[config.mk]
export PLATFORM = sky130hd
export DESIGN_NAME = mem_stage
export DESIGN_NICKNAME = d
export VERILOG_FILES = /design/src/rtl/mem_stage.sv
export SDC_FILE = /design/constraint.sdc
export NUM_CORES = 1
export LEC_CHECK = 0
export CORE_MARGIN = 3
export CORE_UTILIZATION = 33
export CTS_CLUSTER_SIZE = 8
export DETAILED_ROUTE_END_ITERATION = 16
export PLACE_DENSITY_LB_ADDON = 0.15
export SYNTH_ARGS = -nofsm -noshare
export SYNTH_HDL_FRONTEND = slang
export SYNTH_SLANG_ARGS = --single-unit
[constraint.sdc]
create_clock -name clk -period 6.1 [get_ports clk]
set_clock_uncertainty 0.1 [all_clocks]
set_input_delay 1.525 -clock clk [delete_from_list [all_inputs] [get_ports clk]]
set_output_delay 1.525 -clock clk [all_outputs]
set_load 0.02 [all_outputs]
[src/rtl/mem_stage.sv]
// mem_stage: memory-access pipeline stage with valid/allow-in handshake, byte-lane load/store
// alignment and an ID bypass bus. Optional macro MEM_STALL_CNT_EN adds a memory-stall cycle counter.
`ifndef EX_TO_MEM_BUS_WD
`define EX_TO_MEM_BUS_WD 107
`endif
`ifndef MEM_TO_WB_BUS_WD
`define MEM_TO_WB_BUS_WD 70
`endif
`ifndef RDW_BUS_WD
`define RDW_BUS_WD 39
`endif

module mem_stage (
    input  logic                         clk,
    input  logic                         rst,
    input  logic                         EX_to_MEM_Valid,
    input  logic [`EX_TO_MEM_BUS_WD-1:0] EX_to_MEM_Bus,
    output logic                         MEM_Allow_in,
    input  logic                         WB_Allow_in,
    output logic                         MEM_to_WB_Valid,
    output logic [`MEM_TO_WB_BUS_WD-1:0] MEM_to_WB_Bus,
    output logic [`RDW_BUS_WD-1:0]       rdw_MEM_Bus,
    output logic [31:0]                  Address,
    output logic                         MemRead,
    output logic                         MemWrite,
    output logic [31:0]                  Write_data,
    output logic [3:0]                   Write_strb,
    input  logic                         Mem_Req_Ready,
    input  logic [31:0]                  Read_data,
    input  logic                         Read_data_Valid,
    output logic                         Read_data_Ready
`ifdef MEM_STALL_CNT_EN
    ,
    output logic [31:0]                  mem_stall_cnt
`endif
);

    typedef enum logic [1:0] {
        IDLE = 2'd0,
        REQ  = 2'd1,
        RESP = 2'd2,
        DONE = 2'd3
    } state_t;

    state_t                       state_r;
    state_t                       state_nxt_s;
    logic [`EX_TO_MEM_BUS_WD-1:0] bus_r;
    logic [31:0]                  load_data_r;

    logic        mem_read_s;
    logic        mem_write_s;
    logic [2:0]  funct3_s;
    logic        wb_wen_s;
    logic [4:0]  waddr_s;
    logic [31:0] alu_s;
    logic [31:0] store_data_s;
    logic [31:0] pc_s;
    logic [1:0]  off_s;
    logic [31:0] final_s;
    logic        accept_s;
    logic        in_is_mem_s;
    logic        mem_valid_s;
    logic        data_ready_s;

    // Byte/half lanes are selected by the low address bits, then sign or zero extended
    function automatic logic [31:0] load_extend(input logic [31:0] rdata,
                                                input logic [1:0]  off,
                                                input logic [2:0]  f3);
        logic [7:0]  byte_s;
        logic [15:0] half_s;
        logic [31:0] res_s;
        byte_s = 8'(rdata >> {off, 3'b000});
        half_s = 16'(rdata >> {off[1], 4'b0000});
        case (f3)
            3'b000:  res_s = {{24{byte_s[7]}}, byte_s};
            3'b100:  res_s = {24'h000000, byte_s};
            3'b001:  res_s = {{16{half_s[15]}}, half_s};
            3'b101:  res_s = {16'h0000, half_s};
            default: res_s = rdata;
        endcase
        return res_s;
    endfunction

    function automatic logic [3:0] store_strb(input logic [1:0] off, input logic [1:0] size);
        logic [3:0] res_s;
        case (size)
            2'b00:   res_s = 4'b0001 << off;
            2'b01:   res_s = 4'b0011 << {off[1], 1'b0};
            default: res_s = 4'b1111;
        endcase
        return res_s;
    endfunction

    assign mem_read_s   = bus_r[106];
    assign mem_write_s  = bus_r[105];
    assign funct3_s     = bus_r[104:102];
    assign wb_wen_s     = bus_r[101];
    assign waddr_s      = bus_r[100:96];
    assign alu_s        = bus_r[95:64];
    assign store_data_s = bus_r[63:32];
    assign pc_s         = bus_r[31:0];
    assign off_s        = alu_s[1:0];

    assign in_is_mem_s  = EX_to_MEM_Bus[106] | EX_to_MEM_Bus[105];
    assign MEM_Allow_in = (state_r == IDLE) | ((state_r == DONE) & WB_Allow_in);
    assign accept_s     = EX_to_MEM_Valid & MEM_Allow_in;
    assign mem_valid_s  = (state_r != IDLE);

    // Next-state logic; a new instruction may enter in the same cycle DONE hands off
    always_comb begin
        state_nxt_s = state_r;
        case (state_r)
            IDLE: begin
                if (accept_s) state_nxt_s = in_is_mem_s ? REQ : DONE;
                else          state_nxt_s = IDLE;
            end
            REQ: begin
                if (Mem_Req_Ready) state_nxt_s = mem_read_s ? RESP : DONE;
                else               state_nxt_s = REQ;
            end
            RESP: begin
                if (Read_data_Valid) state_nxt_s = DONE;
                else                 state_nxt_s = RESP;
            end
            DONE: begin
                if (WB_Allow_in) begin
                    if (accept_s) state_nxt_s = in_is_mem_s ? REQ : DONE;
                    else          state_nxt_s = IDLE;
                end else begin
                    state_nxt_s = DONE;
                end
            end
            default: state_nxt_s = IDLE;
        endcase
    end

    // State register; reset abandons any in-flight access so late responses are dropped
    always_ff @(posedge clk or posedge rst) begin
        if (rst) state_r <= IDLE;
        else     state_r <= state_nxt_s;
    end

    // Instruction payload register, loaded only on handshake
    always_ff @(posedge clk) begin
        if (accept_s) bus_r <= EX_to_MEM_Bus;
    end

    // Extended load data, captured when the response is accepted
    always_ff @(posedge clk) begin
        if ((state_r == RESP) && Read_data_Valid)
            load_data_r <= load_extend(Read_data, off_s, funct3_s);
    end

    assign final_s         = mem_read_s ? load_data_r : alu_s;
    assign data_ready_s    = ~(mem_read_s & ((state_r == REQ) | (state_r == RESP)));
    assign MEM_to_WB_Valid = (state_r == DONE);
    assign MEM_to_WB_Bus   = {wb_wen_s, waddr_s, final_s, pc_s};
    assign rdw_MEM_Bus     = {data_ready_s, mem_valid_s & wb_wen_s, waddr_s, final_s};
    assign Address         = {alu_s[31:2], 2'b00};
    assign MemRead         = (state_r == REQ) & mem_read_s;
    assign MemWrite        = (state_r == REQ) & mem_write_s;
    assign Write_data      = store_data_s << {off_s, 3'b000};
    assign Write_strb      = store_strb(off_s, funct3_s[1:0]);
    assign Read_data_Ready = (state_r == RESP);

`ifdef MEM_STALL_CNT_EN
    // Cycles spent waiting on memory; wraps naturally at 2^32
    always_ff @(posedge clk or posedge rst) begin
        if (rst)                                    mem_stall_cnt <= 32'd0;
        else if ((state_r == REQ) || (state_r == RESP)) mem_stall_cnt <= mem_stall_cnt + 32'd1;
    end
`endif

endmodule

==> impl_metrics.csv <==
group,metric,value,unit
die,ios,327,
yosys,syn_avg_cell_area,13.4,sq um
clock_network,holdBufCountCts,0,
power,p_comb_share,37.3,%
hold_path,hold_path_class,"reg -> reg",
worst_setup_path,end_kind,"primary output",
final_layout,final_cell_mix,"clkdlybuf4s50_1, edfxtp_1, mux2_2",
clock_network,cts_tree,"done",
grt,grt_util_all_layers,15.9,%
die,dieArea,0.0229,sq mm
sta,fmax,220,MHz
power,switchingPower,1.33,mW
yosys,yosysSeqAreaShare,60.6,%
power,powerDensity,402,mW/mm^2
sta,maxSlewViolCount,0,
yosys,synth-edff-count,139,
sta,finalSetupViolCount,0,
grt,grt_max_degree,53,
yosys,synthArstFlopShare,1.42,%
worst_setup_path,startpoint_type,"flop",
die,placementRows,52,
clock_network,cts_max_level,4,
clock_network,cts_buffers,17,
sta,period_minus_slack,4550,ps
die,core_area,0.0205,sq mm
status,status,"complete, no violations",
clock_network,cts-root-buf,"clkbuf_16",
power,power_frac_seq,34.2,%
worst_setup_path,slowest_stage,"edfxtp_1",
final_layout,syn2layout_area_growth,47.9,%
worst_setup_path,critPathMaxFanout,20,
sta,rsz0062_at_grt,"false",
grt,grt_pass1_vias,4888,
hold_path,hold_start,"state_r[1]",
yosys,synthFlopType,"edfxtp_1",
worst_setup_path,r2r_cells,4,
placement,preCtsSetupSlack,1710,ps
worst_setup_path,rr_endpoint,"load_data_r[31]",
detailed_routing,vias,4686,
worst_setup_path,r2r-start,"bus_r[65]",
job,cap_violations,0,
sta,tns,0,ps
clock_network,clkTransAtPathRegs,60,ps
clock_network,clkSinkCount,141,
final_layout,final_common_cell,"clkdlybuf4s50_1",
sta,hold_viol,0,
clock_network,cts_max_path_buffers,2,
grt,grt_first_pass_wirelength,27500,um
clock_network,clk_latency,410,ps
worst_setup_path,critPathKind,"reg -> out",
worst_setup_path,crit_family,"simple AND/OR/NAND/NOR gates",
die,die_h,151,um
sta,relSlewSlack,33.0,%
grt,antenna_found_initial,4,
final_layout,layout-drive-gt1-share,11.7,%
placement,gp_congestion,0.832,
detailed_routing,detail_route.wl_per_cell,18.6,um
sta,period_share,74.5,%
die,start_util,34.0,%
final_layout,antennaDiodeCount,0,
final_layout,final_util,50.3,%
placement,dpl.hpwl,14200,um
detailed_routing,drtPass1Iterations,4,
power,pwr-share-clk,28.5,%
power,ir_drop,0.185,mV
grt,overflow,0,
detailed_routing,drt_iter0_markers,139,
detailed_routing,vias_per_cell,4.60,
detailed_routing,drtAntennaViolNets,0,
hold_path,min_to,"state_r[1]",
power,cellInternalPower,2.81,mW
clock_network,postCtsSetupBuffers,0,
detailed_routing,drcViolationCount,0,
final_layout,layout.nets,886,
die,die_w,151,um
power,p_sw_share,32.1,%
worst_setup_path,crit_path_cell_trace,"nor2b_4, nor2_1, or2_2, clkdlybuf4s50_1",
hold_path,holdPathStages,3,
yosys,yosys_warnings,0,
yosys,syn_area,0.00697,sq mm
yosys,synth-seq-cells,141,
worst_setup_path,critical_path.max_stage_delay,880,ps
sta,setup_ws,1550,ps
worst_setup_path,required,4470,ps
yosys,ys_types,43,
worst_setup_path,cp.arrival,2920,ps
worst_setup_path,rrSetupSlack,3600,ps
sta,worstMarginPinSlew,1000,ps
placement,io_buffers,324,
detailed_routing,totalWireLength,18900,um
power,p_leak,3.68,nW
yosys,syn_inst,519,
clock_network,cts_resized,0,
worst_setup_path,cp_num_buf_inv,1,
==> flip-flops by register name, summed over array words and instances, names as in the netlist <==
name and cells:
bus_r 107, load_data_r 32, state_r 2
==> power groups by stage <==
stage	clock network, mW	registers (mW)	logic [mW]
after detailed placement	0	1.44	1.56
final	1.18	1.42	1.54
after floorplan	0	1.41	1.03
after global routing	1.25	1.44	1.65
after global placement	0	1.44	1.55
after CTS	1.21	1.42	1.57
==> cells by family (layout without fill, tap and decap cells) <==
kind of cell    Yosys count  in the layout  share of synthesized area (%)
flops                   141            141                           60.6
buf+inv                 139            368                           14.2
simple gates             97             97                           7.32
compound gates           83             83                           8.67
mux                      54             54                           8.44
fa+ha+maj                 4              4                          0.718
other cells               1              2                         0.0538
==> synth_stat cells (2+ instances only) <==
library cell	number	share of area [%]
nor2_1	16	0.86
a22oi_1	4	0.43
buf_4	109	12
buf_2	8	0.57
nor2b_1	31	2.8
edfxtp_1	139	60
a211oi_1	8	0.86
buf_6	5	0.81
nand2b_1	4	0.36
o21ai_1	2	0.14
nand2_1	30	1.6
ha_1	4	0.72
inv_1	7	0.38
a22o_1	3	0.38
a221o_1	6	0.86
dfrtp_1	2	0.72
mux2i_1	19	2.7
a221oi_1	5	0.63
and2_1	12	1.1
o21bai_1	3	0.32
clkbuf_1	8	0.43
o21ai_2	9	1.1
a21oi_1	11	0.79
o21ai_0	19	1.4
a21o_1	2	0.22
mux2_2	33	5.3
o22ai_1	4	0.36
==> tightest hold or removal path: stages, from the launching register on <==
cell and delay, ps:
dfrtp_1 380, ha_1 190, a221oi_1 60, o2bb2ai_1 140
==> worst max path at each step <==
stage / from / to / slack (ps) / cells past startpoint
after floorplan: WB_Allow_in / bus_r[0] / 1240 / 2
after global placement: WB_Allow_in / MEM_Allow_in / 1710 / 3
after detailed placement: WB_Allow_in / MEM_Allow_in / 1710 / 3
after CTS: bus_r[65] / Write_data[17] / 1490 / 5
after global routing: bus_r[65] / Write_data[18] / 1270 / 5
final: bus_r[64] / Write_strb[2] / 1550 / 4
==> metal layers <==
layer | global-route usage (%) | vias up | wire length (um)
met4 | 4.35 | 8 | 223
met1 | 18.2 | 2219 | 7150
met2 | 26.6 | 228 | 9220
met3 | 7.72 | 23 | 2260
li1 | - | 2208 | -
met5 | 0 | - | 55
==> area by class of cell <==
class	instances	area (sq um)
flip-flops and latches	141	4220
well taps	270	338
repair buffers	330	3290
clock inverters	14	240
inverters	7	26.3
multi-input cells	240	1760
clock buffers	17	425
fillers	1790	10200
==> metrics by stage <==
| step | cell area, sq um | power (mW) | cells | hold WS [ps] |
|---|---|---|---|---|
| final | 10300 | 4.14 | 1019 | 706 |
| after global routing | 10300 | 4.34 | 1019 | 766 |
| after CTS | 10300 | 4.20 | 1019 | 696 |
| after detailed placement | 9640 | 3.00 | 988 | 682 |
| after global placement | 9640 | 2.99 | 988 | 676 |
| after floorplan | 6970 | 2.44 | 520 | 618 |
No activity file was read; power rests on OpenSTA's default activity.
